$ cat src/rtl/integrator_chain.sv
// Cascaded integrator stack for a CIC interpolator; accumulates after the upsampler's start flag.
// Optional build macro INTEGRATOR_CHAIN_ROUND_EN selects round-half-up instead of truncation.
module integrator_chain #(
    parameter int unsigned gp_data_width = 8,
    parameter int unsigned gp_nr_stages  = 4,
    parameter int unsigned gp_rate       = 4,
    parameter int unsigned gp_out_width  = 16
) (
    input  logic                     i_clk,
    input  logic                     i_rst_an,
    input  logic                     i_ena,
    input  logic [gp_data_width-1:0] i_data,
    input  logic                     i_start,
    output logic [gp_out_width-1:0]  o_data,
    output logic                     o_valid
);

    localparam int unsigned AccW = gp_data_width + gp_nr_stages * $clog2(gp_rate);
    localparam int unsigned CntW = $clog2(gp_nr_stages + 2);
    localparam logic [CntW-1:0] FillMax = CntW'(gp_nr_stages + 1);

    localparam logic [0:0] StIdle = 1'b0;
    localparam logic [0:0] StRun  = 1'b1;

    logic [0:0]              state_q, state_d;
    logic [AccW-1:0]         acc_q [gp_nr_stages];
    logic [AccW-1:0]         acc_d [gp_nr_stages];
    logic [CntW-1:0]         cnt_q, cnt_d;
    logic [gp_out_width-1:0] out_q, out_d;
    logic                    valid_q, valid_d;

    logic                    acc_en;
    logic [AccW-1:0]         data_ext;
    logic [AccW-1:0]         acc_last;
    logic [gp_out_width-1:0] out_sel;

    // The cycle that first sees i_start already accumulates.
    assign acc_en   = i_ena & ((state_q == StRun) | i_start);
    assign data_ext = {{(AccW - gp_data_width){i_data[gp_data_width-1]}}, i_data};

`ifdef INTEGRATOR_CHAIN_ROUND_EN
    function automatic logic [AccW-1:0] round_inc();
        logic [AccW-1:0] r;
        r = '0;
        for (int i = 0; i < AccW; i++) begin
            if (i == int'(AccW) - int'(gp_out_width) - 1) r[i] = 1'b1;
        end
        return r;
    endfunction

    localparam logic [AccW-1:0] RoundInc = round_inc();

    assign acc_last = acc_q[gp_nr_stages-1] + RoundInc;
`else
    assign acc_last = acc_q[gp_nr_stages-1];
`endif

    assign out_sel = gp_out_width'(acc_last >> (AccW - gp_out_width));

    always_comb begin
        state_d = state_q;
        acc_d   = acc_q;
        cnt_d   = cnt_q;
        out_d   = out_q;
        valid_d = valid_q;
        if (acc_en) begin
            state_d  = StRun;
            acc_d[0] = acc_q[0] + data_ext;
            // Each stage adds the previous stage's registered value, one cycle behind.
            for (int k = 1; k < gp_nr_stages; k++) begin
                acc_d[k] = acc_q[k] + acc_q[k-1];
            end
            out_d = out_sel;
            if (cnt_q != FillMax) cnt_d = cnt_q + CntW'(1);
            valid_d = valid_q | (cnt_d == FillMax);
        end
    end

    always_ff @(posedge i_clk or negedge i_rst_an) begin
        if (!i_rst_an) begin
            state_q <= StIdle;
            for (int k = 0; k < gp_nr_stages; k++) acc_q[k] <= '0;
            cnt_q   <= '0;
            out_q   <= '0;
            valid_q <= 1'b0;
        end else begin
            state_q <= state_d;
            acc_q   <= acc_d;
            cnt_q   <= cnt_d;
            out_q   <= out_d;
            valid_q <= valid_d;
        end
    end

    assign o_data  = out_q;
    assign o_valid = valid_q;

endmodule

$ cat config.mk
export PLATFORM = sky130hd
export DESIGN_NAME = integrator_chain
export DESIGN_NICKNAME = d
export VERILOG_FILES = /design/src/rtl/integrator_chain.sv
export SDC_FILE = /design/constraint.sdc
export NUM_CORES = 1
export LEC_CHECK = 0
export ABC_AREA = 1
export CORE_AREA = 2 2 133 135
export CTS_BUF_LIST = sky130_fd_sc_hd__clkbuf_16
export CTS_CLUSTER_SIZE = 24
export DETAILED_ROUTE_END_ITERATION = 6
export DIE_AREA = 0 0 135 137
export PLACE_DENSITY = 0.56
export SYNTH_ARGS = -nofsm -noshare
export SYNTH_HDL_FRONTEND = slang
export SYNTH_SLANG_ARGS = --single-unit
$ cat constraint.sdc
create_clock -name i_clk -period 1.7 [get_ports i_clk]
set_clock_uncertainty 0.05 [all_clocks]
set_input_delay 0.34 -clock i_clk [delete_from_list [all_inputs] [get_ports i_clk]]
set_output_delay 0.34 -clock i_clk [all_outputs]
set_load 0.01 [all_outputs]
; ---- Yosys cells after proc, flatten, opt, wreduce, memory -nomap -nowiden
; Index checks and enable logic that the tools add are counted.
[totals]
in_bits = 12
regBits = 85
output_inout_bits = 17
elab_cells = 20
[classes]
mux = 2
add_sub_neg = 5
bitwise = 3
eq_ne = 2
[op_table]
columns = operator, n
row1 = 16-bit adder, 4
row2 = 3-bit two-way mux, 2
row3 = 3-bit by 1-bit adder with 3-bit output (second input constant), 1
row4 = 3-bit equality test (second input constant), 1
row5 = 3-bit != test (second input constant), 1
row6 = 1-bit OR, 2
row7 = 1-bit AND, 1

; ---- Longest topological paths before layout
; Gate-level depths: netlist of run 1.
[depth]
ltp_word = 5
depth_mapped = 11
ltp_nobuf = 11

; ---- Least setup slack after synthesis of run 1
; Ideal clock, no wire load.
[synth_path]
kind = reg-to-reg
start = register acc_q[16] in the netlist's numbering
end = register acc_q[22] in the netlist's numbering
stages_incl_launch_ff = 10
t_required_ns = 1.533
synth_period_minus_slack_ns = 1.814
path_slack_ns = -0.114
arrival_ns = 1.647
path_cell_list = dfrtp_1 ha_1 fa_1 nand2_1 nand2_1 nand3b_1 nand2_1 or2_2 nand3_1 nand2_1
[synth_via]
elab_chain_cells = 1
[synth_rtl]
columns = element, line
row1 = start: declaration, 26  ; logic [AccW-1:0] acc_q [gp_nr_stages];
row2 = start signal: assignment, 88  ; acc_q <= acc_d;
row3 = 16-bit adder, 71  ; acc_d[k] = acc_q[k] + acc_q[k-1];
; No other way between the ends.
; A chain may end at the register's enable or synchronous reset.

; ---- Worst setup path in the final report of run 1
; Ends and elaborated chain as after synthesis.

==> flow_summary_export.csv, run 1 <==
group,metric,value,unit
run_status,status,"finished with violations",
run_status,violations,"setup timing",
setup_path,ff2ff_path_depth,9,
logic_synthesis,synth-seq-cells,85,
setup_path,path_class,"register to register",
setup_path,crit_chain,"ha_4, fa_2, nand2_2, nand2_2, nand3b_1, nand2_2, or2_4, nand3_2, nand2_1",
setup_path,cp-end-kind,"register",
logic_synthesis,synth_area_leaders,"dfrtp_1 32%, nand2_1 26%, ha_1 12%",
logic_synthesis,yosysMostFrequentCell,"nand2_1",
routing,finalWirelength,16.5,mm
logic_synthesis,synth_top_area_share,31.8,%
global_routing,grt-ovfl-total,0,
global_routing,antenna_found_initial,0,
hold_path,hold_start,"i_data[0]",
logic_synthesis,syn_avg_cell_area,6.54,um2
cts,htreeDepth,3,
global_routing,grt_start_max_net_pins,71,
floorplan,core_region_area,17100,um2
logic_synthesis,synth_top_cell_by_area,"dfrtp_1",
logic_synthesis,synth.cell_area,6690,um2
setup_path,slowest_stage,"dfrtp_2",
sta,hold_viol,0,
hold_path,min_to,"acc_q[48]",
cts,clkSinkCount,85,
logic_synthesis,synthArstFlopShare,100,%
routing,viasPerCell,4.72,
setup_path,r2r_end,"acc_q[22]",
sta,rsz0062_at_grt,"yes",
setup_path,arrival,2.01,ns
logic_synthesis,syn_inst,1022,
cts,cts_root_buf,"clkbuf_16",
cts,clkTransAtPathRegs,0.06,ns
power,vdd_drop_max,0.875,mV
setup_path,cpMostUsedCell,"nand2_2",
floorplan,die_y,137,um
placement,place_congestion,0.817,
global_routing,track_usage,18.5,%
floorplan,start_util,39.2,%
logic_synthesis,synthTopCellsByCount,"465 x nand2_1, 150 x inv_1, 85 x dfrtp_1",
sta,timing.final.crit_period,1.82,ns
sta,worst_hold_slack,0.316,ns
sta,worst-slew-pin-transition,0.437,ns
placement,placed_area,7650,um2
layout,nets,1177,
layout,syn2layout_area_growth,35.6,%
floorplan,die_width,135,um
logic_synthesis,synth_edf_count,0,
setup_path,reg2reg_setup_slack,-0.12,ns
power,power.density,2290,nW/um2
routing,route.detailed.drc,0,
sta,slew_viol_final,0,
cts,cts_tree,"built",
routing,ant_nets,0,
placement,hpwl,11.8,mm
cts,clock_latency,0.35,ns
layout,final_area,9060,um2
logic_synthesis,yosysSeqAreaShare,31.8,%
sta,fmax,549,MHz
logic_synthesis,synth_cell_type_count,25,
cts,clockBufferDepth,2,
cts,cts_buffers,9,
hold_path,holdCritPathClass,"input pin to register",
sta,post-route-period-util,107,%
setup_path,crit_fanout,4,
sta,setup_slack,-0.121,ns
sta,setup_viol,22,
sta,max_slew_margin,70.9,%
power,power.leakage,4.68,nW
flow_run,cap_violations,0,
layout,num_antenna_cells,0,
hold_path,holdPathStages,4,
routing,drtIter0Drc,230,
global_routing,grt_pass1_vias,6202,
setup_path,max_stage_delay,0.46,ns
floorplan,die_area,18500,um2
logic_synthesis,synth-warning-count,0,
setup_path,cp-start-kind,"register",
floorplan,io_pins,29,
routing,via_count,6255,
routing,firstDrtPassIters,4,
logic_synthesis,ys_dominant_reg_cell,"dfrtp_1",
placement,port_buffers,28,
floorplan,num_rows,48,
layout,drive_gt1_share,23.3,%
setup_path,r2r_start,"acc_q[16]",
routing,detail_route.wl_per_cell,12.5,um
logic_synthesis,synthesis.nets,1100,
global_routing,grt_pass1_wl,27.7,mm
setup_path,required,1.89,ns
==> critical path: cells and delay by family (launching register included) <==
family,cells,cell delay [ns]
flops,1,0.46
simple gates,7,0.65
fa+ha+maj,2,0.55
==> cell families after synthesis <==
group           Yosys count  synth area share (%)
compound gates           58                  4.59
xor+xnor                 29                  3.80
fa+ha+maj                66                  12.8
buf+inv                 168                  9.62
flops                    85                  31.8
simple gates            616                  37.4
==> layer usage <==
layer  vias to the layer above  part of all wire [%]  wire (um)  GRT usage (%)
met3                        17                   1.4        231           1.78
met1                      2863                    46       7530           22.3
met2                        56                    51       8430           34.2
li1                       3319                     -          -              -
met4                         0                   1.9        318           6.60
met5                         -                     0          0              0
==> state kept, by name, indices dropped and copies added, names as in the netlist, named ones only <==
signal / count
acc_q: 48
acc_last: 16
o_data: 16
cnt_q: 1
o_valid: 1
state_q: 1
==> cell type report <==
| class | instances | area, um2 |
|---|---|---|
| Clock buffer | 9 | 225 |
| Clock inverter | 4 | 20.0 |
| Fill cell | 1646 | 7990 |
| Inverter | 151 | 567 |
| Multi-Input combinational cell | 769 | 5020 |
| Sequential cell | 85 | 2150 |
| Tap cell | 225 | 282 |
| Timing Repair Buffer | 83 | 803 |
==> report_power, final <==
part	internal (mW)	total, mW	leakage, nW	switching [mW]
sequential	3.05	4.47	1.01	1.42
clock	0.951	1.74	0.122	0.785
combinational	6.96	14.5	3.55	7.58
total	11.0	20.7	4.68	9.78
==> cell usage in the layout, fill, tap and decap left out, types with 19 or more instances in the layout <==
| master | n |
|---|---|
| clkdlybuf4s50_1 | 24 |
| nor2_1 | 32 |
| a21oi_1 | 20 |
| nand2_1 | 411 |
| inv_1 | 151 |
| nand3_2 | 19 |
| dfrtp_1 | 68 |
| xnor2_1 | 19 |
| o21ai_0 | 20 |
| buf_4 | 43 |
| ha_4 | 50 |
| nand2_2 | 49 |
| nand3_1 | 46 |
==> timing repair <==
| item | CTS | global route |
|---|---|---|
| pin swaps | 32 | 38 |
| resized for setup | 91 | 118 |
| gates cloned | 1 | 0 |
| buffers inserted | 0 | 3 |
| hold buffers | 1 | 0 |
| setup endpoints to repair | 40 | 48 |
| hold endpoints to repair | 26 | 0 |
==> worst max path at each step <==
stage / cells after the start / slack [ns] / to / startpoint
after floorplan: 9 / -0.03 / acc_q[38] / acc_q[32]
after global placement: 10 / -0.47 / acc_q[54] / i_data[0]
after detailed placement: 10 / -0.48 / acc_q[54] / i_data[0]
after CTS: 10 / -0.14 / acc_q[30] / acc_q[16]
after global routing: 9 / -0.23 / acc_q[22] / acc_q[16]
final: 9 / -0.12 / acc_q[22] / acc_q[16]
==> metrics by stage <==
step | total power [mW] | setup WS, ns | cells | setup TNS [ns] | util (%)
2_1_floorplan | 12.3 | -0.0283 | 1022 | -0.0729 | -
3_3_place_gp | 15.4 | -0.469 | 1308 | -7.18 | 44.9
3_5_place_dp | 15.6 | -0.475 | 1308 | -7.66 | 44.9
4_1_cts | 18.7 | -0.137 | 1323 | -1.42 | 49.4
5_1_grt | 23.1 | -0.227 | 1326 | -4.76 | 53.1
6_report | 20.7 | -0.121 | 1326 | -1.39 | 53.1
Power figures use the tool's default switching activity.
==> run 2, diff against run 1 <==
--- a/config.mk
+++ b/config.mk
@@ -12,6 +12,7 @@
 export DETAILED_ROUTE_END_ITERATION = 6
 export DIE_AREA = 0 0 135 137
 export PLACE_DENSITY = 0.56
+export SLEW_MARGIN = 0
 export SYNTH_ARGS = -nofsm -noshare
 export SYNTH_HDL_FRONTEND = slang
 export SYNTH_SLANG_ARGS = --single-unit
==> results of run 2 <==
The final DEF is identical to that of run 1; final timing and power are the same.
==> run 3, diff against run 2 <==
--- a/config.mk
+++ b/config.mk
@@ -6,12 +6,13 @@
 export NUM_CORES = 1
 export LEC_CHECK = 0
 export ABC_AREA = 1
+export CAP_MARGIN = 20
 export CORE_AREA = 2 2 133 135
 export CTS_BUF_LIST = sky130_fd_sc_hd__clkbuf_16
 export CTS_CLUSTER_SIZE = 24
 export DETAILED_ROUTE_END_ITERATION = 6
 export DIE_AREA = 0 0 135 137
-export PLACE_DENSITY = 0.56
+export PLACE_DENSITY = 0.54
 export SLEW_MARGIN = 0
 export SYNTH_ARGS = -nofsm -noshare
 export SYNTH_HDL_FRONTEND = slang
==> constraint.sdc (replaced) <==
create_clock -name i_clk -period 1.8 [get_ports i_clk]
set_clock_uncertainty 0.05 [all_clocks]
set_input_delay 0.36 -clock i_clk [delete_from_list [all_inputs] [get_ports i_clk]]
set_output_delay 0.36 -clock i_clk [all_outputs]
set_load 0.01 [all_outputs]
==> run 3 against run 2 <==
Compared with the run above: the flow still finishes with violations (setup timing); critical path depth stayed put; wire length is 4.6% lower; largest cell class unchanged; via count is 2.9% lower.
==> flow_summary_export.csv, run 3 (synthesis results as in run 1) <==
group,metric,value,unit
hold_path,holdCritPathClass,"input pin to register",
layout,final_area,8570,um2
hold_path,holdPathStages,4,
cts,cts_buffers,9,
placement,port_buffers,28,
routing,route.detailed.drc,0,
cts,cts_tree,"built",
cts,clkTransAtPathRegs,0.06,ns
run_status,violations,"setup timing",
cts,cts_root_buf,"clkbuf_16",
setup_path,ff2ff_path_depth,9,
setup_path,crit_fanout,4,
power,switching_power,8.51,mW
layout,largest_reg_flops,48,
routing,firstDrtPassIters,5,
cts,clockBufferDepth,2,
layout,regMostFlops,"acc_q",
placement,hpwl,11.8,mm
sta,worst-slew-pin-transition,0.366,ns
power,p_int,9.60,mW
sta,rsz0062_at_grt,"yes",
layout,final.fill_count,1736,
sta,setup_slack,-0.0398,ns
power,p_clk_share,10.1,%
floorplan,io_pins,29,
power,vdd_drop_max,0.828,mV
placement,place_ws,-0.490,ns
routing,viasPerCell,4.62,
sta,post-route-period-util,102,%
power,seq_power_share,22.8,%
setup_path,cp-end-kind,"register",
sta,timing.final.crit_period,1.84,ns
global_routing,grt_start_max_net_pins,42,
placement,dp.cells,1292,
layout,syn2layout_area_growth,28.1,%
cts,clkSinkCount,85,
global_routing,grt_pass1_wl,26.1,mm
layout,final_common_cell,"nand2_1",
setup_path,cpMostUsedCell,"nand2_1",
cts,clock_latency,0.35,ns
routing,drtIter0Drc,195,
sta,slew_viol_final,0,
sta,max_slew_margin,75.6,%
global_routing,track_usage,17.5,%
run_status,status,"finished with violations",
global_routing,antenna_found_initial,0,
power,power_switching_share,47.0,%
setup_path,path_class,"register to register",
cts,htreeDepth,3,
layout,drive_gt1_share,16.0,%
global_routing,grt_pass1_vias,5713,
setup_path,max_stage_delay,0.42,ns
placement,placed_area,7490,um2
sta,hold_viol,0,
setup_path,slowest_stage,"dfrtp_1",
routing,ant_nets,0,
power,power.leakage,4.51,nW
layout,final_cell_mix,"434 x nand2_1, 151 x inv_1, 75 x dfrtp_1, 56 x nand3_1, 40 x nor2_1",
global_routing,grt-ovfl-total,0,
flow_run,cap_violations,0,
sta,setup_viol,3,
layout,finalCoreUtilization,50.2,%
sta,fmax,544,MHz
routing,finalWirelength,15.7,mm
power,power.density,2110,nW/um2
power,p_comb_share,67.2,%
routing,detail_route.wl_per_cell,12.0,um
setup_path,required,1.99,ns
floorplan,core_region_area,17100,um2
setup_path,cp-start-kind,"register",
placement,place_congestion,0.856,
routing,via_count,6075,
layout,num_antenna_cells,0,
sta,setup_tns,-0.0593,ns
floorplan,die_area,18500,um2
floorplan,num_rows,48,
floorplan,die_y,137,um
floorplan,start_util,39.2,%
layout,nets,1162,
layout,fin_cells,1314,
setup_path,arrival,2.03,ns
floorplan,die_width,135,um
setup_path,crit_chain,"ha_2, fa_2, nand2_1, nand2_1, nand3b_1, nand2_2, or2_4, nand3_2, nand2_1",
run 3: cell types whose count changed in the layout (fill, tap and decap cells not counted), moves of 9 or more:
cell,previous run,this run
nand2_2,49,30
nand3_1,46,56
ha_4,50,38
nand2_1,411,434
ha_1,10,19
buf_4,43,31
run 3: layout make-up:
class	instances	area, um2	area share, %
Multi-Input combinational cell	769	4630	54.1
Sequential cell	85	2140	25.0
Timing Repair Buffer	68	663	7.74
Inverter	151	567	6.62
Tap cell	225	282	3.29
Clock buffer	9	225	2.63
Clock inverter	7	57.6	0.672
run 3: routing by layer:
metal  vias to the layer above  routed length [um]  GRT usage [%]
met5                         -                   0              0
met4                         0                 330           6.02
met3                        22                 265           1.81
met2                        63                7820           31.6
met1                      2690                7330           21.8
li1                       3300                   -              -
run 3: power groups by stage:
stage	Clock (mW)	Combinational [mW]	Sequential, mW
after global placement	0	10.4	3.79
after CTS	1.86	10.7	3.78
after floorplan	0	8.00	3.54
after global routing	1.95	14.0	4.29
after detailed placement	0	10.5	3.81
final	1.82	12.2	4.12
run 3: final timing paths:
| path | startpoint | end | slack [ns] |
|---|---|---|---|
| min in group asynchronous | i_rst_an | o_data[1] | 0.42 |
| hold reg to reg | o_data[7] | o_data[7] | 0.43 |
| setup / recovery | acc_q[32] | acc_q[38] | -0.04 |
| max in group asynchronous | i_rst_an | acc_q[53] | 0.75 |
| hold / removal | i_data[0] | acc_q[48] | 0.33 |
| setup reg to reg | acc_q[32] | acc_q[38] | -0.04 |
run 3: per-stage QoR:
step                      power (mW)  hold slack [ns]
final                           18.1            0.331
after detailed placement        14.3            0.254
after CTS                       16.4            0.432
after floorplan                 11.5           0.0144
after global placement          14.2            0.256
after global routing            20.2            0.349
run 3: critical path: cells and delay by family, from the launching register on:
kind,cells,cell delay [ns]
fa+ha+maj,2,0.59
flops,1,0.42
simple gates,7,0.68
run 3: repair_timing:
action / CTS / global route
setup endpoints to repair: 24 / 44
pin swaps: 14 / 25
gates resized for setup: 23 / 107
gates cloned: 0 / 1
endpoints found under the hold margin: 24 / 0
buffers inserted: 1 / 3
hold buffers: 1 / 0
